===== src/rtl/fetch_unit.sv =====
// Fetch front end: PC generation, single-outstanding imem request/valid handshake,
// prefetch FIFO feeding the F/D buffer. Define FETCH_RESET_VECTOR_EN to boot from {M[0], M[1]}.
module fetch_unit #(
  parameter int          DEPTH    = 2,
  parameter logic [31:0] RESET_PC = 32'h0000_0000
) (
  input  logic        clk,
  input  logic        rst_n,
  input  logic        stall,
  input  logic        branch_taken,
  input  logic [31:0] branch_target,
  output logic        imem_req,
  output logic [31:0] imem_addr,
  input  logic        imem_valid,
  input  logic [15:0] imem_data,
  output logic [15:0] instruction_out,
  output logic [31:0] PC_out,
  output logic        out_valid
);

  localparam int          AW   = $clog2(DEPTH);
  localparam logic [AW:0] FULL = (AW+1)'(DEPTH);

`ifdef FETCH_RESET_VECTOR_EN
  typedef enum logic [2:0] {IDLE, WAIT, DROP, VEC_HI, VEC_HI_W, VEC_LO, VEC_LO_W} state_t;
  localparam state_t START = VEC_HI;
`else
  typedef enum logic [1:0] {IDLE, WAIT, DROP} state_t;
  localparam state_t START = IDLE;
`endif

  state_t        state;
  logic [31:0]   fetch_pc;
  logic [15:0]   fifo_instr [DEPTH];
  logic [31:0]   fifo_pc    [DEPTH];
  logic [AW-1:0] rd_ptr;
  logic [AW-1:0] wr_ptr;
  logic [AW:0]   count;
  logic          redirect;
  logic          push;
  logic          pop;

`ifdef FETCH_RESET_VECTOR_EN
  logic [15:0] vec_hi;
  // Redirects are meaningless until the boot vector has been loaded.
  assign redirect = branch_taken && (state inside {IDLE, WAIT, DROP});
`else
  assign redirect = branch_taken;
`endif

  // Handshake: imem_req is a one-cycle strobe accepted on the edge that raised it;
  // exactly one imem_valid pulse answers each request, and it is never back-pressured.
  assign push = (state == WAIT) && imem_valid && !redirect;
  assign pop  = (count != '0) && !stall && !redirect;

  assign out_valid       = (count != '0);
  assign instruction_out = out_valid ? fifo_instr[rd_ptr] : 16'h0000;
  assign PC_out          = out_valid ? fifo_pc[rd_ptr] : 32'h0000_0000;

  always_ff @(posedge clk) begin
    if (push) begin
      fifo_instr[wr_ptr] <= imem_data;
      fifo_pc[wr_ptr]    <= imem_addr;
    end
  end

  always_ff @(posedge clk or negedge rst_n) begin
    if (!rst_n) begin
      rd_ptr <= '0;
      wr_ptr <= '0;
      count  <= '0;
    end else if (redirect) begin
      rd_ptr <= '0;
      wr_ptr <= '0;
      count  <= '0;
    end else begin
      if (push) wr_ptr <= wr_ptr + 1'b1;
      if (pop)  rd_ptr <= rd_ptr + 1'b1;
      case ({push, pop})
        2'b10:   count <= count + 1'b1;
        2'b01:   count <= count - 1'b1;
        default: count <= count;
      endcase
    end
  end

  always_ff @(posedge clk or negedge rst_n) begin
    if (!rst_n) begin
      state     <= START;
      fetch_pc  <= RESET_PC;
      imem_req  <= 1'b0;
      imem_addr <= 32'h0000_0000;
`ifdef FETCH_RESET_VECTOR_EN
      vec_hi    <= 16'h0000;
`endif
    end else begin
      imem_req <= 1'b0;
      case (state)
        // Nothing is outstanding in IDLE, so count alone decides whether a word fits.
        IDLE: if (!redirect && count < FULL) begin
          imem_req  <= 1'b1;
          imem_addr <= fetch_pc;
          state     <= WAIT;
        end
        WAIT: begin
          if (redirect) begin
            state <= imem_valid ? IDLE : DROP;
          end else if (imem_valid) begin
            fetch_pc <= fetch_pc + 32'd1;
            state    <= IDLE;
          end
        end
        DROP: if (imem_valid) state <= IDLE;
`ifdef FETCH_RESET_VECTOR_EN
        VEC_HI: begin
          imem_req  <= 1'b1;
          imem_addr <= 32'h0000_0000;
          state     <= VEC_HI_W;
        end
        VEC_HI_W: if (imem_valid) begin
          vec_hi <= imem_data;
          state  <= VEC_LO;
        end
        VEC_LO: begin
          imem_req  <= 1'b1;
          imem_addr <= 32'h0000_0001;
          state     <= VEC_LO_W;
        end
        VEC_LO_W: if (imem_valid) begin
          fetch_pc <= {vec_hi, imem_data};
          state    <= IDLE;
        end
`endif
        default: state <= IDLE;
      endcase
      if (redirect) fetch_pc <= branch_target;
    end
  end

endmodule


===== config.mk =====
export PLATFORM = sky130hd
export DESIGN_NAME = fetch_unit
export DESIGN_NICKNAME = d
export VERILOG_FILES = /design/src/rtl/fetch_unit.sv
export SDC_FILE = /design/constraint.sdc
export NUM_CORES = 1
export LEC_CHECK = 0
export CAP_MARGIN = 20
export CORE_ASPECT_RATIO = 1.1
export CORE_MARGIN = 1
export CORE_UTILIZATION = 55
export CTS_BUF_LIST = sky130_fd_sc_hd__clkbuf_4 sky130_fd_sc_hd__clkbuf_8
export DETAILED_ROUTE_END_ITERATION = 8
export MAX_ROUTING_LAYER = met4
export PLACE_DENSITY = 0.84
export SYNTH_ARGS = -nofsm -noshare
export SYNTH_HDL_FRONTEND = slang
export SYNTH_SLANG_ARGS = --single-unit

===== constraint.sdc =====
create_clock -name clk -period 10.8 [get_ports clk]
set_clock_uncertainty 0.2 [all_clocks]
set_input_delay 1.08 -clock clk [delete_from_list [all_inputs] [get_ports clk]]
set_output_delay 1.08 -clock clk [all_outputs]
set_load 0.05 [all_outputs]

==> results of run 1 <==
-- cells by family (layout without fill, tap and decap cells) --
family | after synthesis | count (layout) | synth area share
buffers and inverters | 27 | 175 | 0.0159
AOI/OAI and AO/OA | 37 | 37 | 0.0282
other | 0 | 1 | 0
and+or+nand+nor | 156 | 156 | 0.109
xor gates and xnor gates | 31 | 31 | 0.0393
muxes | 86 | 86 | 0.131
adders and majority gates | 1 | 1 | 0.00181
DFF | 167 | 167 | 0.674
-- power breakdown --
group / switching [mW] / internal (mW)
sequential: 0.0521 / 0.742
combinational: 0.202 / 0.125
clock: 0.215 / 0.232
total: 0.469 / 1.10
-- layout make-up --
| class | count | area, µm² | share of cell area |
|---|---|---|---|
| Clock inverter | 13 | 154 | 0.0174 |
| Clock buffer | 19 | 249 | 0.0282 |
| Antenna cell | 1 | 2.50 | 0.000283 |
| Timing Repair Buffer | 140 | 1410 | 0.159 |
| Inverter | 3 | 11.3 | 0.00127 |
| Sequential cell | 167 | 4660 | 0.527 |
| Multi-Input combinational cell | 311 | 2160 | 0.245 |
| Tap cell | 154 | 193 | 0.0218 |
-- state kept, by name, summed over array words and instances (netlist names) --
name	count
fifo_pc	64
fetch_pc	32
fifo_instr	32
imem_addr	32
count	2
state	2
imem_req	1
rd_ptr	1
wr_ptr	1
-- worst max path at each step --
stage / startpoint / end / cells after the start
after floorplan: branch_taken / fifo_instr[0][0] / 3
after global placement: imem_valid / fifo_instr[1][5] / 3
after detailed placement: branch_taken / imem_addr[18] / 4
after CTS: rd_ptr / PC_out[21] / 4
after global routing: rd_ptr / PC_out[0] / 4
final: rd_ptr / PC_out[21] / 4
-- stage by stage --
step | util | cell area [µm²] | std cells
floorplan | - | 6910 | 505
global placement | 0.691 | 8390 | 772
detailed placement | 0.694 | 8430 | 774
CTS | 0.727 | 8830 | 806
global route | 0.728 | 8840 | 808
finish | 0.728 | 8840 | 808
-- worst max-delay path, cell delays in order (launching register included) --
cell             delay [ps]
dfrtp_2                 690
buf_4                   570
mux2i_1                 150
nor2_1                  120
clkdlybuf4s50_1         830
-- metal layers --
layer,up-vias,routed length [µm],track usage
met3,27,682,0.0500
met2,143,6910,0.366
met5,-,0,-
li1,2099,-,-
met1,2138,5790,0.295
met4,0,313,0.104
-- placed cells by master (no fill, tap or decap), types with 13 or more instances in the layout --
master / count
clkdlybuf4s50_1: 132
edfxtp_1: 96
dfrtp_1: 70
nor2_1: 60
mux2i_1: 49
nand2_1: 40
mux2_2: 37
o21ai_0: 20
xor2_1: 18
clkbuf_8: 17
xnor2_1: 13
nand4_1: 13
==> impl_metrics.ini, run 1 <==
[yosys]
ys_async_sr_fraction = 0.425
syn_area_mm2 = 0.00691
syn_inst = 505
synthDominantCellAreaShare = 0.417
ys_seq_area_frac = 0.674
synth_top_flop_cell = edfxtp_1
yosysWarnings = 0
syn_nets = 559
yosys.cell_types.count = 39
synth_seq_cells = 167
synth.most_common_cell = edfxtp_1
postSynthAreaPerCell_um2 = 13.7
ys_top_cells_by_area = edfxtp_1, dfrtp_1, mux2i_1
synth_common_cells = edfxtp_1, dfrtp_1, nor2_1
synth_edf_count = 96
synth_area_leader_cell = edfxtp_1

[route]
drt_pass1_iterations = 5
ant_nets = 0
viasPerCell = 5.45
post-route-drc-count = 0
wl_um = 13700
wl_per_cell_um = 17.0
vias = 4407
drt_iter0_drc = 249

[clock_tree]
clock_latency_ps = 450
post_cts_buffers = 0
cts_root_buf = clkbuf_8
cts_tree = done
cts_sinks = 167
holdBufCountCts = 0
cts_buffers = 17
clk_path_buf_depth = 2
cts_resized = 0
h-tree-depth = 4
path_clk_slew_ps = 80

[grt]
antenna_found_initial = 1
overflow = 0
grt_pass1_wl_um = 21900
grt_pass1_vias = 4328
grt_max_degree = 72
grt_use_total = 0.234

[final_layout]
nets = 694
syn_to_final_growth_pct = 27.9
final_layout_size_suffix_gt1_frac = 0.132
fillers = 828

[setup_path]
worstSetupPathType = flop to output port
cp-start-kind = flop
end_kind = output port
r2r-start = state[1]
ff2ff_path_depth = 3
regToRegEndpoint = fifo_instr[0][12]
cp_data_arrival_time_ps = 2840
cp_max_fo = 34
cp.required_ps = 9520
r2r_slack_ps = 8260

[sta]
tightest_slew_ps = 979
fin_crit_ps = 4120
hold_ws_ps = 302
grt_setup_unrepaired = false
setup_ws_ps = 6680
tns_ps = 0
drv_slew = 0
relSlewSlack = 0.347
max_freq_mhz = 243
finalSetupViolations = 0
final_hold_viol_count = 0
fin_crit_sh = 0.382

[placement]
dp_hpwl_um = 9310
port_buffers = 134
dp_worst_setup_slack_ps = 7040
place_congestion = 0.760

[outcome]
status = finished clean

[floorplanning]
placement_rows = 42
core_mm2 = 0.0121
fp.dieArea_mm2 = 0.0130
io-pin-count = 135
start_util = 0.569
die_h_um = 120
die_w_um = 109

[run]
cap_violations = 0

[worst_hold_path]
hp-class = flop to flop
hold_path_end = fifo_pc[1][14]
min_from = imem_addr[14]
holdPathStages = 0

[power_and_ir_drop]
power.density_mw_per_mm2 = 177
total_power_mw = 1.57
worst_ir_drop_vdd_mv = 0.101
leakage_nw = 3.10
(Power assumes the default switching activity.)
==> run 2, diff against run 1 <==
--- a/config.mk
+++ b/config.mk
@@ -8,11 +8,11 @@
 export CAP_MARGIN = 20
 export CORE_ASPECT_RATIO = 1.1
 export CORE_MARGIN = 1
-export CORE_UTILIZATION = 55
+export CORE_UTILIZATION = 48
 export CTS_BUF_LIST = sky130_fd_sc_hd__clkbuf_4 sky130_fd_sc_hd__clkbuf_8
 export DETAILED_ROUTE_END_ITERATION = 8
 export MAX_ROUTING_LAYER = met4
-export PLACE_DENSITY = 0.84
+export PLACE_DENSITY = 0.78
 export SYNTH_ARGS = -nofsm -noshare
 export SYNTH_HDL_FRONTEND = slang
 export SYNTH_SLANG_ARGS = --single-unit
==> constraint.sdc (replaced) <==
create_clock -name clk -period 3.44 [get_ports clk]
set_clock_uncertainty 0.2 [all_clocks]
set_input_delay 0.344 -clock clk [delete_from_list [all_inputs] [get_ports clk]]
set_output_delay 0.344 -clock clk [all_outputs]
set_load 0.05 [all_outputs]
==> impl_metrics.ini, run 2 (same netlist as run 1, synthesis figures left out) <==
[outcome]
status = finished clean

[route]
wl_um = 14100
ant_nets = 0
viasPerCell = 5.27
post-route-drc-count = 0
drt_pass1_iterations = 4
drt_iter0_drc = 276
wl_per_cell_um = 16.7
vias = 4446

[sta]
tns_ps = 0
fin_crit_ps = 2970
final_hold_viol_count = 0
fin_crit_sh = 0.863
max_freq_mhz = 337
tightest_slew_ps = 986
relSlewSlack = 0.337
drv_slew = 0
grt_setup_unrepaired = false
finalSetupViolations = 0

[setup_path]
cp.required_ps = 2900
r2r-start = fetch_pc[10]
end_kind = output port
cp-start-kind = flop
crit_end = PC_out[1]
regToRegEndpoint = fetch_pc[25]
worstSetupPathType = flop to output port
cp_max_fo = 36
cp-startpoint = count[1]
ff2ff_path_depth = 5
cp_data_arrival_time_ps = 2420
r2r_slack_ps = 1010

[floorplanning]
core_mm2 = 0.0139
placement_rows = 45
fp.dieArea_mm2 = 0.0149
die_h_um = 128
io-pin-count = 135
die_w_um = 116
start_util = 0.497

[final_layout]
antenna_cells = 0
syn_to_final_growth_pct = 29.3
fillers = 1042
nets = 697
largest_reg_flops = 64
final_common_cell = clkdlybuf4s50_1
regMostFlops = fifo_pc
final_layout_size_suffix_gt1_frac = 0.137
most-common-layout-cells = clkdlybuf4s50_1, edfxtp_1, dfrtp_1
fin_util = 0.643

[grt]
overflow = 0
grt_pass1_wl_um = 22400
grt_max_degree = 72
antenna_found_initial = 0
grt_use_total = 0.209
grt_pass1_vias = 4347

[power_and_ir_drop]
power.density_mw_per_mm2 = 551
worst_ir_drop_vdd_mv = 0.280
total_power_mw = 4.93
leakage_nw = 3.12

[run]
cap_violations = 0

[clock_tree]
clk_path_buf_depth = 2
cts_root_buf = clkbuf_8
post_cts_buffers = 0
holdBufCountCts = 1
cts_resized = 0
h-tree-depth = 4
cts_sinks = 167
path_clk_slew_ps = 90
cts_tree = done
clock_latency_ps = 440
cts_buffers = 17

[placement]
port_buffers = 134
dp_hpwl_um = 9620
place_congestion = 0.797

[worst_hold_path]
holdPathStages = 3
hp-class = primary input to flop
==> run 2: per-stage QoR <==
stage | cells | hold WS (ps) | cell area [µm²] | setup WS, ps
2_1_floorplan | 505 | -152 | 6920 | 113
3_3_place_gp | 811 | 275 | 8520 | 811
3_5_place_dp | 811 | 276 | 8520 | 687
4_1_cts | 844 | 131 | 8940 | 441
5_1_grt | 844 | 198 | 8940 | 349
6_report | 844 | 146 | 8940 | 473
==> run 2: worst min-delay path by stage <==
stage / from / to / slack [ps]
after floorplan: rst_n / count[0] / -150
after global placement: imem_addr[15] / fifo_pc[1][15] / 280
after detailed placement: imem_addr[16] / fifo_pc[0][16] / 280
after CTS: branch_taken / fetch_pc[29] / 130
after global routing: branch_taken / fetch_pc[29] / 200
final: branch_taken / fetch_pc[29] / 150
==> run 2: power breakdown <==
part	internal (mW)	switching (mW)	leakage (nW)	total, mW
logic	0.398	0.643	1.18	1.04
clock network	0.711	0.686	0.199	1.40
registers	2.33	0.159	1.74	2.49
total	3.44	1.49	3.12	4.93
==> run 2: metal layers <==
layer,GRT usage,vias up,wire length (µm)
met3,0.0459,8,764
li1,-,2105,-
met4,0.0649,0,119
met2,0.324,126,7050
met5,-,-,0
met1,0.275,2207,6190
==> run 2: worst max-delay path: stages, from the launching register on <==
cell	delay, ps
dfrtp_1	490
nor2_4	440
buf_12	260
nor2_1	100
clkdlybuf4s50_1	700
==> run 2: area by class of cell <==
class | instances | area (µm²) | area share
sequential | 167 | 4660 | 0.521
multi-input combinational | 311 | 2170 | 0.243
timing repair buffer | 143 | 1450 | 0.163
clock buffer | 21 | 283 | 0.0316
tap | 188 | 235 | 0.0263
clock inverter | 11 | 123 | 0.0137
inverter | 3 | 11.3 | 0.00126
==> RTL edit (settings of run 2) <==
Reset style: synchronous (`rst_n`), changed in 2 clocked blocks.
--- a/src/rtl/fetch_unit.sv
+++ b/src/rtl/fetch_unit.sv
@@ -64,7 +64,7 @@
     end
   end
 
-  always_ff @(posedge clk or negedge rst_n) begin
+  always_ff @(posedge clk) begin
     if (!rst_n) begin
       rd_ptr <= '0;
       wr_ptr <= '0;
@@ -84,7 +84,7 @@
     end
   end
 
-  always_ff @(posedge clk or negedge rst_n) begin
+  always_ff @(posedge clk) begin
     if (!rst_n) begin
       state     <= START;
       fetch_pc  <= RESET_PC;
Function: differs if rst_n is asserted again (counterexample within 4 cycles, from zero or initial values and one cycle with rst_n low); with rst_n held inactive, the same outputs for 4 cycles.
==> RTL edit against run 2 <==
Sequential share of layout area is 4.0 points lower. Count of clock-buffer cells in the layout stayed put. Cell area increased by 0.56%. Routed wire length increased by 14%. Setup slack better by 180 ps. Critical path depth stayed put. Synthesized cell count increased by 23%. Utilization is 0.16 points lower. Sequential cell count grew 1. Register-to-register slack worse by 170 ps. Synthesized area rose by 1.1%. Critical path type unchanged. Highest routed layer unchanged.
Power is not compared: it rests on default switching activity, and its combinational part moved more than twofold at a synthesized area within 25%.
==> RTL edit: results <==
[status]
outcome = "completed"

[setup_path]
timing.rr.start = "fetch_pc[16]"
worstPathMaxFanout = 38
crit_end = "PC_out[11]"
critPathMaxStageDelay_ps = 730
r2r-end = "fetch_pc[23]"
crit_start = "count[1]"
crit_arrival_ps = 2250

[detailed_routing]
first_pass_iters = 5
drt-met1-wl_mm = 7.14
routed-wl-met2_mm = 7.94
viasPerCell = 5.50
wl_per_cell_um = 17.1

[global_routing]
grtUsageMet1_pct = 28.6
grt_use_total_pct = 23.0
grt_pass1_vias = 4971

[sta]
finalHoldWorstSlack_ps = 280
worst_slew_pin_slew_ps = 990
setup_slack_ps = 649

[min_path]
min_from = "imem_addr[13]"
min_path_type = "flip-flop to flip-flop"

[synth]
syn_inst = 623
yosysUniqueCellTypes = 49
ys_seq_area_share_pct = 61.9
syn-num-nets = 678
synth_adder_area_share_pct = 0.358
synth_common_cells = "edfxtp_1 (96), nand2_1 (84), dfxtp_1 (72)"
synth-compound-area-share_pct = 10.8
synthXorXnorAreaFrac_pct = 1.63
synth-async-reset-ratio_pct = 0

[final_layout]
drive_gt1_share_pct = 7.25
fin_cells = 947

[placed_design]
place_congestion = 0.914
postPlaceCellArea_sq_mm = 0.00854
dpl.cell_count = 915
dp_slack_ps = 589

[clock_network]
postCtsHoldBufs = 0
==> RTL edit: changes by cell type after synthesis, sizes merged, moves of 9 or more <==
cell    change
dfxtp      +72
nand2      +44
clkbuf     +19
a21oi      +12
mux2       -37
or4        +10
a31oi      +11
o31ai       +9
a21boi     +32
dfrtp      -71
xor2       -15
==> RTL edit: power by group through the flow <==
stage | clock [mW] | combinational [mW] | sequential (mW)
2_1_floorplan | 0 | 0.162 | 2.33
3_3_place_gp | 0 | 0.366 | 2.29
3_5_place_dp | 0 | 0.373 | 2.30
4_1_cts | 1.55 | 0.374 | 2.25
5_1_grt | 1.64 | 0.401 | 2.26
6_report | 1.52 | 0.374 | 2.25
==> RTL edit: layout make-up <==
class | instances | area share [%]
repair buffers | 145 | 16.2
flip-flops and latches | 168 | 48.1
multi-input cells | 405 | 27.7
clock inverters | 11 | 1.94
well taps | 188 | 2.62
clock buffers | 21 | 3.01
inverters | 9 | 0.376
